[src/rtl/div_seq_pkg.sv]
// Shared definitions for the EX-stage sequential divider: FSM states,
// handshake encodings, DIV/DIVU aluop codes and the busy decode.
package div_seq_pkg;

    typedef enum logic [1:0] {
        DIV_FREE    = 2'd0,
        DIV_BY_ZERO = 2'd1,
        DIV_ON      = 2'd2,
        DIV_END     = 2'd3
    } div_state_e;

    localparam logic DIV_RESULT_READY     = 1'b1;
    localparam logic DIV_RESULT_NOT_READY = 1'b0;
    localparam logic DIV_START            = 1'b1;
    localparam logic DIV_STOP             = 1'b0;
    localparam logic DIV_ANNUL            = 1'b1;
    localparam logic DIV_NO_ANNUL         = 1'b0;

    localparam logic [7:0] EXE_DIV_OP  = 8'b0001_1010;
    localparam logic [7:0] EXE_DIVU_OP = 8'b0001_1011;

    // Stall request: a start pending in IDLE already counts as busy so the
    // pipeline freezes on the same cycle EX issues the division.
    function automatic logic busy_of(input div_state_e state, input logic start);
        case (state)
            DIV_FREE: return start;
            DIV_END:  return 1'b0;
            default:  return 1'b1;
        endcase
    endfunction

endpackage

[src/rtl/div_seq_if.sv]
// Handshake between the EX stage (master) and the sequential divider (slave).
interface div_seq_if #(parameter int WIDTH = 32);

    logic               start_i;
    logic               annul_i;
    logic               signed_i;
    logic [WIDTH-1:0]   opdata1_i;
    logic [WIDTH-1:0]   opdata2_i;
    logic [2*WIDTH-1:0] result_o;
    logic               ready_o;
    logic               busy_o;

    modport master (
        output start_i, annul_i, signed_i, opdata1_i, opdata2_i,
        input  result_o, ready_o, busy_o
    );

    modport slave (
        input  start_i, annul_i, signed_i, opdata1_i, opdata2_i,
        output result_o, ready_o, busy_o
    );

endinterface

[src/rtl/div_seq_step.sv]
// One restoring-division iteration: shift {remainder, dividend} left by one,
// trial-subtract the divisor and shift the resulting quotient bit in.
module div_seq_step #(
    parameter int WIDTH = 32
) (
    input  logic [WIDTH-1:0] rem,
    input  logic [WIDTH-1:0] dvd,
    input  logic [WIDTH-1:0] dsr,
    output logic [WIDTH-1:0] rem_next,
    output logic [WIDTH-1:0] dvd_next
);

    logic [WIDTH:0] shifted;
    logic           fits;

    assign shifted = {rem, dvd[WIDTH-1]};
    assign fits    = (shifted >= {1'b0, dsr});

    // When the trial subtraction succeeds the difference is below the divisor,
    // so the low WIDTH bits of the subtraction are exact.
    always_comb begin
        if (fits) begin
            rem_next = shifted[WIDTH-1:0] - dsr;
            dvd_next = {dvd[WIDTH-2:0], 1'b1};
        end else begin
            rem_next = shifted[WIDTH-1:0];
            dvd_next = {dvd[WIDTH-2:0], 1'b0};
        end
    end

endmodule

[src/rtl/div_seq.sv]
// Multi-cycle restoring divider for DIV/DIVU; one quotient bit per clock,
// result {remainder, quotient} held while the issuing instruction waits in EX.
module div_seq
    import div_seq_pkg::*;
#(
    parameter int WIDTH = 32,
    parameter int CNT_W = 6
) (
    input logic       clk,
    input logic       rst,
    div_seq_if.slave  bus
);

    div_state_e         state;
    logic [CNT_W-1:0]   cnt;
    logic [WIDTH-1:0]   rem;
    logic [WIDTH-1:0]   dvd;
    logic [WIDTH-1:0]   dsr;
    logic               neg_dvd;
    logic               neg_dsr;
    logic               is_signed;
    logic [2*WIDTH-1:0] result;
    logic               ready;

    logic [WIDTH-1:0]   rem_next;
    logic [WIDTH-1:0]   dvd_next;
    logic [WIDTH-1:0]   op1_abs;
    logic [WIDTH-1:0]   op2_abs;
    logic [WIDTH-1:0]   quo_fix;
    logic [WIDTH-1:0]   rem_fix;
    logic               last_step;

    div_seq_step #(.WIDTH(WIDTH)) u_step (
        .rem      (rem),
        .dvd      (dvd),
        .dsr      (dsr),
        .rem_next (rem_next),
        .dvd_next (dvd_next)
    );

    // NOTE: every variable gets a value on every path of always_comb, otherwise a latch is inferred.
    always_comb begin
        op1_abs   = bus.opdata1_i;
        op2_abs   = bus.opdata2_i;
        if (bus.signed_i && bus.opdata1_i[WIDTH-1]) op1_abs = -bus.opdata1_i;
        if (bus.signed_i && bus.opdata2_i[WIDTH-1]) op2_abs = -bus.opdata2_i;
        // Quotient negative iff signs differ; remainder follows the dividend.
        quo_fix   = (is_signed && (neg_dvd ^ neg_dsr)) ? -dvd_next : dvd_next;
        rem_fix   = (is_signed && neg_dvd) ? -rem_next : rem_next;
        last_step = (cnt == CNT_W'(WIDTH - 1));
    end

    // NOTE: the synchronous reset clears every register, including the datapath, so no stale operand survives a flush.
    always_ff @(posedge clk) begin
        if (rst) begin
            state     <= DIV_FREE;
            cnt       <= '0;
            rem       <= '0;
            dvd       <= '0;
            dsr       <= '0;
            neg_dvd   <= 1'b0;
            neg_dsr   <= 1'b0;
            is_signed <= 1'b0;
            result    <= '0;
            ready     <= DIV_RESULT_NOT_READY;
        end else begin
            // NOTE: state registers use non-blocking assignments so every update sees pre-edge values.
            case (state)
                DIV_FREE: begin
                    if (bus.start_i == DIV_START && bus.annul_i == DIV_NO_ANNUL) begin
                        if (bus.opdata2_i == '0) begin
                            state <= DIV_BY_ZERO;
                        end else begin
                            state     <= DIV_ON;
                            dvd       <= op1_abs;
                            dsr       <= op2_abs;
                            neg_dvd   <= bus.opdata1_i[WIDTH-1];
                            neg_dsr   <= bus.opdata2_i[WIDTH-1];
                            is_signed <= bus.signed_i;
                            rem       <= '0;
                            cnt       <= '0;
                        end
                    end
                end
                DIV_BY_ZERO: begin
                    state  <= DIV_END;
                    result <= '0;
                    ready  <= DIV_RESULT_READY;
                end
                DIV_ON: begin
                    if (bus.annul_i == DIV_ANNUL) begin
                        state  <= DIV_FREE;
                        result <= '0;
                        ready  <= DIV_RESULT_NOT_READY;
                    end else begin
                        rem <= rem_next;
                        dvd <= dvd_next;
                        cnt <= cnt + CNT_W'(1);
                        if (last_step) begin
                            state  <= DIV_END;
                            result <= {rem_fix, quo_fix};
                            ready  <= DIV_RESULT_READY;
                        end
                    end
                end
                DIV_END: begin
                    if (bus.start_i == DIV_STOP) begin
                        state  <= DIV_FREE;
                        result <= '0;
                        ready  <= DIV_RESULT_NOT_READY;
                    end
                end
                default: state <= DIV_FREE;
            endcase
        end
    end

    assign bus.result_o = result;
    assign bus.ready_o  = ready;
    assign bus.busy_o   = busy_of(state, bus.start_i);

endmodule
[src/flat_wrapper.sv]
// flat-port wrapper written by rule: the top's interface ports become plain ports
module div_seq_flat import div_seq_pkg::*;
#(
    parameter int WIDTH = 32,
    parameter int CNT_W = 6
)
  (clk, rst, bus_start_i, bus_annul_i, bus_signed_i, bus_opdata1_i, bus_opdata2_i, bus_result_o, bus_ready_o, bus_busy_o);
  div_seq_if #(.WIDTH(WIDTH)) bus_i ();
  input logic clk;
  input logic rst;
  input wire logic [$bits(bus_i.start_i)-1:0] bus_start_i;
  input wire logic [$bits(bus_i.annul_i)-1:0] bus_annul_i;
  input wire logic [$bits(bus_i.signed_i)-1:0] bus_signed_i;
  input wire logic [$bits(bus_i.opdata1_i)-1:0] bus_opdata1_i;
  input wire logic [$bits(bus_i.opdata2_i)-1:0] bus_opdata2_i;
  output wire logic [$bits(bus_i.result_o)-1:0] bus_result_o;
  output wire logic [$bits(bus_i.ready_o)-1:0] bus_ready_o;
  output wire logic [$bits(bus_i.busy_o)-1:0] bus_busy_o;
  assign bus_i.start_i = bus_start_i;
  assign bus_i.annul_i = bus_annul_i;
  assign bus_i.signed_i = bus_signed_i;
  assign bus_i.opdata1_i = bus_opdata1_i;
  assign bus_i.opdata2_i = bus_opdata2_i;
  assign bus_result_o = bus_i.result_o;
  assign bus_ready_o = bus_i.ready_o;
  assign bus_busy_o = bus_i.busy_o;
  div_seq #(.WIDTH(WIDTH), .CNT_W(CNT_W)) u_core (.clk(clk), .rst(rst), .bus(bus_i));
endmodule
[config.mk]
export PLATFORM = sky130hd
export DESIGN_NAME = div_seq_flat
export DESIGN_NICKNAME = d
export VERILOG_FILES = /design/src/rtl/div_seq_pkg.sv /design/src/rtl/div_seq_if.sv /design/src/rtl/div_seq_step.sv /design/src/rtl/div_seq.sv /design/src/flat_wrapper.sv
export SDC_FILE = /design/constraint.sdc
export NUM_CORES = 1
export LEC_CHECK = 0
export BUFFER_PORTS_ARGS = -buffer_cell sky130_fd_sc_hd__buf_4
export CAP_MARGIN = 20
export CORE_UTILIZATION = 50
export CTS_CLUSTER_SIZE = 28
export DETAILED_ROUTE_END_ITERATION = 16
export PLACE_DENSITY_LB_ADDON = 0.25
export SYNTH_ARGS = -nofsm -noshare
export SYNTH_HDL_FRONTEND = slang
export SYNTH_HIERARCHICAL = 1
export SYNTH_SLANG_ARGS = --single-unit
[constraint.sdc]
create_clock -name clk -period 6.3 [get_ports clk]
set_clock_uncertainty 0.1 [all_clocks]
set_input_delay 0.63 -clock clk [delete_from_list [all_inputs] [get_ports clk]]
set_output_delay 0.63 -clock clk [all_outputs]
set_load 0.02 [all_outputs]
==> results by group, run 1 <==
Clock tree
  – PostCTS Resize Cnt: 0
  – CTS Hold Buffers Added: 0
  – # Post-CTS Setup Buffers: 0
  – Max Root-Sink Buffers: 2
  – CTS Buf Count: 17
  – Root Buffer Master: clkbuf_16
  – Clock latency at the later pin of the worst-skew pair: 0.45 ns
  – Worst-path clk slew: 0.08 ns
  – H-tree lvl count: 4
  – Clk sinks: 172
  – CTS tree: done

Routing
  – DRC viols: 0
  – DR WL/cell: 18.3 µm
  – DRT Wirelength: 33300 µm
  – Drt first-iter violations: 1051
  – DR vias: 10959
  – Via/cell ratio: 6.01
  – Antenna Violating Nets Remaining: 0
  – Pre-Repair DR Iteration Count: 6

Die
  – Core area: 22600 µm²
  – DIE HEIGHT: 154 µm
  – Ports: 135
  – Row count: 55
  – Initial Util: 0.509
  – Total Die Area: 23600 µm²
  – Die Wd: 154 µm

Critical path
  – Crit. Startpoint: u_core/dsr[11]
  – RR Startpoint: u_core/dsr[11]
  – Worst setup path class: reg -> reg
  – Largest stage delay, worst path: 0.63 ns
  – Startpoint Class: register
  – Required @ worst endpoint: 6.57 ns
  – Worst-path fanout max: 33
  – Worst Path Arrival: 5.67 ns
  – CP cell instances: inv_1 -> ha_1 -> nand4_1 -> nor3_1 -> o211ai_1 -> nor4b_4 -> o21ai_2 -> a31oi_4 -> o21a_4 -> inv_2 -> mux2_2 -> or3b_2 -> or4_1 -> o21ai_0 -> o21ai_0 -> xnor2_1 -> o21ai_0
  – Critical Path Sink Type: register
  – CP most frequent cell: o21ai_0
  – Slowest CP cell: inv_2

Synthesis
  – Syn avg cell area: 7.76 µm²
  – Async S/R FF share, synth: 0
  – Distinct cells, synth: 71
  – Synthesized instance count: 1479
  – Syn_nets: 1586
  – Number of synthesized flops with an enable pin: 0
  – Sequential fraction of the synthesis area: 0.300
  – Top post-synthesis cells by area: dfxtp_1 (30%), xnor2_1 (7.0%), nand2_1 (5.8%)
  – Top-area cell type share of the netlist area: 0.300
  – Synthesized flop and latch total: 172
  – Synthesized cell area: 11500 µm²
  – Yosys warns: 6
  – Area leader, netlist: dfxtp_1
  – Ys flop type: dfxtp_1

Layout
  – Layout fillers: 2096
  – Most common cell after layout, fill and taps aside: nand2_1
  – Layout area overhead: 12.6%
  – Final #Nets: 1632
  – Layout cells sized above 1: 0.153
  – Commonest non-fill, non-tap cells in the layout: nand2_1 (177), dfxtp_1 (172), buf_4 (143)
  – Post-layout util: 0.573
  – ANT cells: 0

Power
  – Maximum VDD drop: 0.160 mV
  – Tot Pwr: 2810 µW
  – PwrDens: 218 nW/µm²
  – Leak Pwr: 0.00511 µW

STA
  – Shortest period the worst path allows: 5.40 ns
  – FMAX: 185 MHz
  – Final setup fails: 0
  – Max Slew Vio Count: 0
  – Final Hold Vio Count: 0
  – RSZ-0062 raised after global routing: false
  – Rel. slew slack: 0.303
  – Setup TNS: 0 ns
  – Worst-margin pin slew: 1.04 ns
  – Hold WS: 0.359 ns
  – Fin crit share: 0.858

Place
  – Port Buffers: 134
  – Hpwl dp: 24700 µm
  – Gp weighted congestion: 0.929

Global routing
  – Vias in the first global route: 9995
  – M1 GR Usage: 0.401
  – Grt ovf: 0
  – Largest net degree at the start of global routing: 70
  – GRT Overall Usage: 0.281
  – Most Used Layer, Global Route: met2
  – Initial antenna violation count: 0
  – GRT met2 Usage: 0.440
  – Met3 usage: 0.0380
  – First-pass GRT wire length: 53100 µm

Run
  – Max Cap Violations: 0

Min path
  – Hold Crit Start: u_core/bus.result_o[28]
  – Worst Hold Class: reg -> reg

Run status
  – Status: finished clean
[registers in the layout, indices dropped and copies added (netlist names)]
register,count
u_core/bus.result_o,64
u_core/bus.ready_o,1
u_core/is_signed,1
u_core/cnt,6
u_core/neg_dvd,1
u_core/dvd,32
u_core/rem,32
u_core/dsr,32
u_core/neg_dsr,1
u_core/state,2
[layout make-up]
cell class	instances	area, µm²	area share
multi-input combinational	1129	7190	0.556
sequential	172	3440	0.266
timing repair buffer	144	1100	0.0852
clock buffer	17	425	0.0329
tap	285	357	0.0276
inverter	61	229	0.0177
clock inverter	15	188	0.0145
[cell usage after synthesis (all sizes together) (3+ instances only)]
cell type    n
a211o       17
a211oi      33
a21boi       3
a21o        11
a21oi      128
a221oi       3
a22o         9
a22oi       14
a31o         4
a31oi       26
a41oi        4
and2        10
and3         9
and4         3
buf         57
clkbuf      60
dfxtp      172
ha          37
inv         61
mux2        29
mux2i        4
nand2      177
nand2b       5
nand3       48
nand4       13
nor2       135
nor2b        7
nor3        38
nor3b        5
nor4        21
o2111ai      3
o211ai      20
o21a         6
o21ai       86
o21bai       4
o31a         3
o31ai       15
o41ai       13
or3         10
or4         12
xnor2       92
xor2        56
[metal layers]
metal  part of all wire  vias to the layer above  wire length [µm]
met5                  0                        -                 0
met4              0.016                        0               518
met3              0.065                       42              2170
met2               0.45                      406             14900
met1               0.47                     5180             15700
li1                   -                     5331                 -
[metrics by stage]
step                instance area (µm²)  setup WS (ns)  instances
finish                            12900          0.895       1823
global route                      12900          0.529       1823
CTS                               12900          0.917       1822
detailed placement                12300          0.930       1790
global placement                  12300           1.15       1790
floorplan                         11500           1.78       1479
[critical path, delay by kind of cell, from the launching register on]
| family | cells | cell delay, ns |
|---|---|---|
| xor gates and xnor gates | 1 | 0.16 |
| DFF | 1 | 0.34 |
| and+or+nand+nor | 5 | 1.72 |
| AOI/OAI and AO/OA | 7 | 1.48 |
| muxes | 1 | 0.46 |
| adders and majority gates | 1 | 0.40 |
| buffers and inverters | 2 | 0.68 |
[kinds of logic (layout without fill, tap and decap cells)]
kind of cell	Yosys count	count (layout)	synth area share
flops	172	172	0.300
buf+inv	178	237	0.0749
mux	33	33	0.0349
fa+ha+maj	38	38	0.0421
xor+xnor	148	148	0.113
simple gates	503	503	0.205
compound gates	407	407	0.230
[worst paths after layout]
| check | to | cells after the start | slack (ns) |
|---|---|---|---|
| setup / recovery | u_core/bus.result_o[48] | 17 | 0.90 |
| hold / removal | u_core/bus.result_o[28] | 2 | 0.36 |
| hold reg to reg | u_core/bus.result_o[28] | 2 | 0.36 |
| setup reg to reg | u_core/bus.result_o[48] | 17 | 0.90 |
[power by group]
part / leakage, µW / switching [µW] / total (µW) / internal (µW)
logic: 0.00342 / 360 / 579 / 219
registers: 0.00140 / 35.7 / 1150 / 1120
clock network: 0.000294 / 541 / 1080 / 542
total: 0.00511 / 937 / 2810 / 1880
Power figures use the tool's default switching activity.
==> run 2, diff against run 1 <==
- clock period: 6.3 -> 6.4 ns (I/O delays scaled with it)
==> run 2 against run 1 <==
Against the previous run: sequential share of layout area is 0.051 points lower; clock power is 4% higher; register-to-register slack better by 0.08 ns; critical path depth stayed put; design area is 0.19% higher; utilization is 0.11 points higher; worst setup slack better by 0.082 ns; largest power group unchanged; combinational power is 3% lower.
==> results by group, run 2 (same netlist as run 1, synthesis figures left out) <==
Die
  – Initial Util: 0.509 (unchanged)
  – Core area: 22600 µm² (unchanged)
  – Ports: 135 (unchanged)
  – Total Die Area: 23600 µm² (unchanged)
  – Die Wd: 154 µm (unchanged)
  – DIE HEIGHT: 154 µm (unchanged)
  – Row count: 55 (unchanged)

Routing
  – DRT Wirelength: 32600 µm (was 33300 µm)
  – DR vias: 10873 (was 10959)
  – Via/cell ratio: 5.96 (was 6.01)
  – Drt first-iter violations: 1098 (was 1051)
  – DR WL/cell: 17.9 µm (was 18.3 µm)
  – Pre-Repair DR Iteration Count: 5 (was 6)
  – DRC viols: 0 (unchanged)
  – Antenna Violating Nets Remaining: 0 (unchanged)

Critical path
  – Worst setup path class: reg -> reg (unchanged)
  – Worst Path Arrival: 5.70 ns (was 5.67 ns)
  – CP cell instances: inv_1 -> ha_1 -> nand4_1 -> nor3_1 -> o211ai_1 -> nor4b_4 -> o21ai_2 -> a31oi_4 -> o21a_4 -> inv_2 -> mux2_2 -> or3_1 -> nor4_1 -> and4_1 -> a31oi_1 -> xnor2_1 -> o21ai_0 (was inv_1 -> ha_1 -> nand4_1 -> nor3_1 -> o211ai_1 -> nor4b_4 -> o21ai_2 -> a31oi_4 -> o21a_4 -> inv_2 -> mux2_2 -> or3b_2 -> or4_1 -> o21ai_0 -> o21ai_0 -> xnor2_1 -> o21ai_0)
  – Largest delay share family, worst path: simple AND/OR/NAND/NOR gates (unchanged)
  – Worst-path fanout max: 33 (unchanged)
  – Startpoint Class: register (unchanged)
  – Slowest CP cell: inv_2 (unchanged)
  – Largest stage delay, worst path: 0.60 ns (was 0.63 ns)
  – Critical Path Sink Type: register (unchanged)
  – Levels on crit path: 17 (unchanged)
  – Buffer and inverter count on the worst path: 2 (unchanged)
  – R2r worst-path depth: 17 (unchanged)
  – Required @ worst endpoint: 6.68 ns (was 6.57 ns)

Run
  – Max Cap Violations: 0 (unchanged)

Layout
  – Area occupied by multi-input gates: 7190 µm² (unchanged)
  – Max FFs per register: 64 (unchanged)
  – Final #Nets: 1632 (unchanged)
  – Layout area overhead: 12.8% (was 12.6%)
  – Layout cells sized above 1: 0.153 (unchanged)
  – Most common cell after layout, fill and taps aside: nand2_1 (unchanged)
  – Commonest non-fill, non-tap cells in the layout: nand2_1 (177), dfxtp_1 (172), buf_4 (143) (unchanged)
  – ANT cells: 0 (unchanged)
  – Sequential cell area: 3440 µm² (unchanged)
  – Layout fillers: 2104 (was 2096)

Global routing
  – Initial antenna violation count: 0 (unchanged)
  – Grt ovf: 0 (unchanged)
  – Largest net degree at the start of global routing: 70 (unchanged)
  – First-pass GRT wire length: 51600 µm (was 53100 µm)
  – GRT Overall Usage: 0.275 (was 0.281)
  – Vias in the first global route: 9622 (was 9995)

Place
  – Hpwl dp: 24400 µm (was 24700 µm)
  – Gp weighted congestion: 0.928 (was 0.929)
  – Port Buffers: 134 (unchanged)

Clock tree
  – Worst-path clk slew: 0.07 ns (was 0.08 ns)
  – # Post-CTS Setup Buffers: 0 (unchanged)
  – Root Buffer Master: clkbuf_16 (unchanged)
  – H-tree lvl count: 4 (unchanged)
  – CTS Hold Buffers Added: 0 (unchanged)
  – Max Root-Sink Buffers: 2 (unchanged)
  – Clk sinks: 172 (unchanged)
  – Clock latency at the later pin of the worst-skew pair: 0.45 ns (about the same)
  – CTS tree: done (unchanged)
  – CTS Buf Count: 17 (unchanged)
  – PostCTS Resize Cnt: 0 (unchanged)

STA
  – Final Hold Vio Count: 0 (unchanged)
  – Max Slew Vio Count: 0 (unchanged)
  – RSZ-0062 raised after global routing: false (unchanged)
  – Final setup fails: 0 (unchanged)
  – Hold WS: 0.357 ns (was 0.359 ns)
  – Rel. slew slack: 0.247 (was 0.303)
  – Worst-margin pin slew: 1.12 ns (was 1.04 ns)
  – Fin crit share: 0.847 (was 0.858)
  – Setup TNS: 0 ns (unchanged)
  – Shortest period the worst path allows: 5.42 ns (was 5.40 ns)
  – FMAX: 184 MHz (was 185 MHz)

Power
  – Maximum VDD drop: 0.148 mV (was 0.160 mV)
  – PwrDens: 217 nW/µm² (was 218 nW/µm²)
  – Leak Pwr: 0.00512 µW (was 0.00511 µW)

Run status
  – Status: finished clean (unchanged)

Min path
  – Worst Hold Class: reg -> reg (unchanged)
  – Hold Crit Depth: 2 (unchanged)
## run 2: cell count changes in the layout (fill, tap and decap cells not counted), sizes merged
cell	change
bufinv	+2
clkbuf	+1
clkinv	-1
clkinvlp	-1
inv	-1
## run 2: cell type report
| class | instances | area share |
|---|---|---|
| repair buffers | 144 | 0.0850 |
| clock buffers | 18 | 0.0339 |
| inverters | 61 | 0.0177 |
| well taps | 285 | 0.0275 |
| multi-input cells | 1129 | 0.555 |
| clock inverters | 14 | 0.0154 |
| flip-flops and latches | 172 | 0.266 |
## run 2: routing by layer
layer / share of wire / global-route usage
met1: 0.48 / 0.399
met2: 0.44 / 0.423
met3: 0.068 / 0.0409
met4: 0.014 / 0.0695
met5: 0 / 0
## run 2: final timing paths
check,to,startpoint,slack (ns)
worst max register to register,u_core/bus.result_o[63],u_core/dsr[11],0.98
worst min-delay path,u_core/bus.result_o[28],u_core/bus.result_o[28],0.36
worst min register to register,u_core/bus.result_o[28],u_core/bus.result_o[28],0.36
worst max-delay path,u_core/bus.result_o[63],u_core/dsr[11],0.98
## run 2: power breakdown
group	internal (µW)	leakage [µW]	switching [µW]
Combinational	215	0.00342	349
Clock	610	0.000312	505
Sequential	1100	0.00140	34.1
## run 2: through the flow
step	setup WS [ns]	power [µW]	cell area [µm²]	util	cells
2_1_floorplan	1.88	1560	11500	-	1479
3_3_place_gp	1.25	1700	12300	0.544	1790
3_5_place_dp	1.05	1710	12300	0.544	1790
4_1_cts	1.05	2820	12900	0.573	1822
5_1_grt	0.562	2940	13000	0.574	1823
6_report	0.977	2810	13000	0.574	1823
## run 2: tightest hold or removal path, cell delays in order (launching register included)
cell     delay [ns]
dfxtp_1        0.33
nand2_1        0.04
o21ai_0        0.05
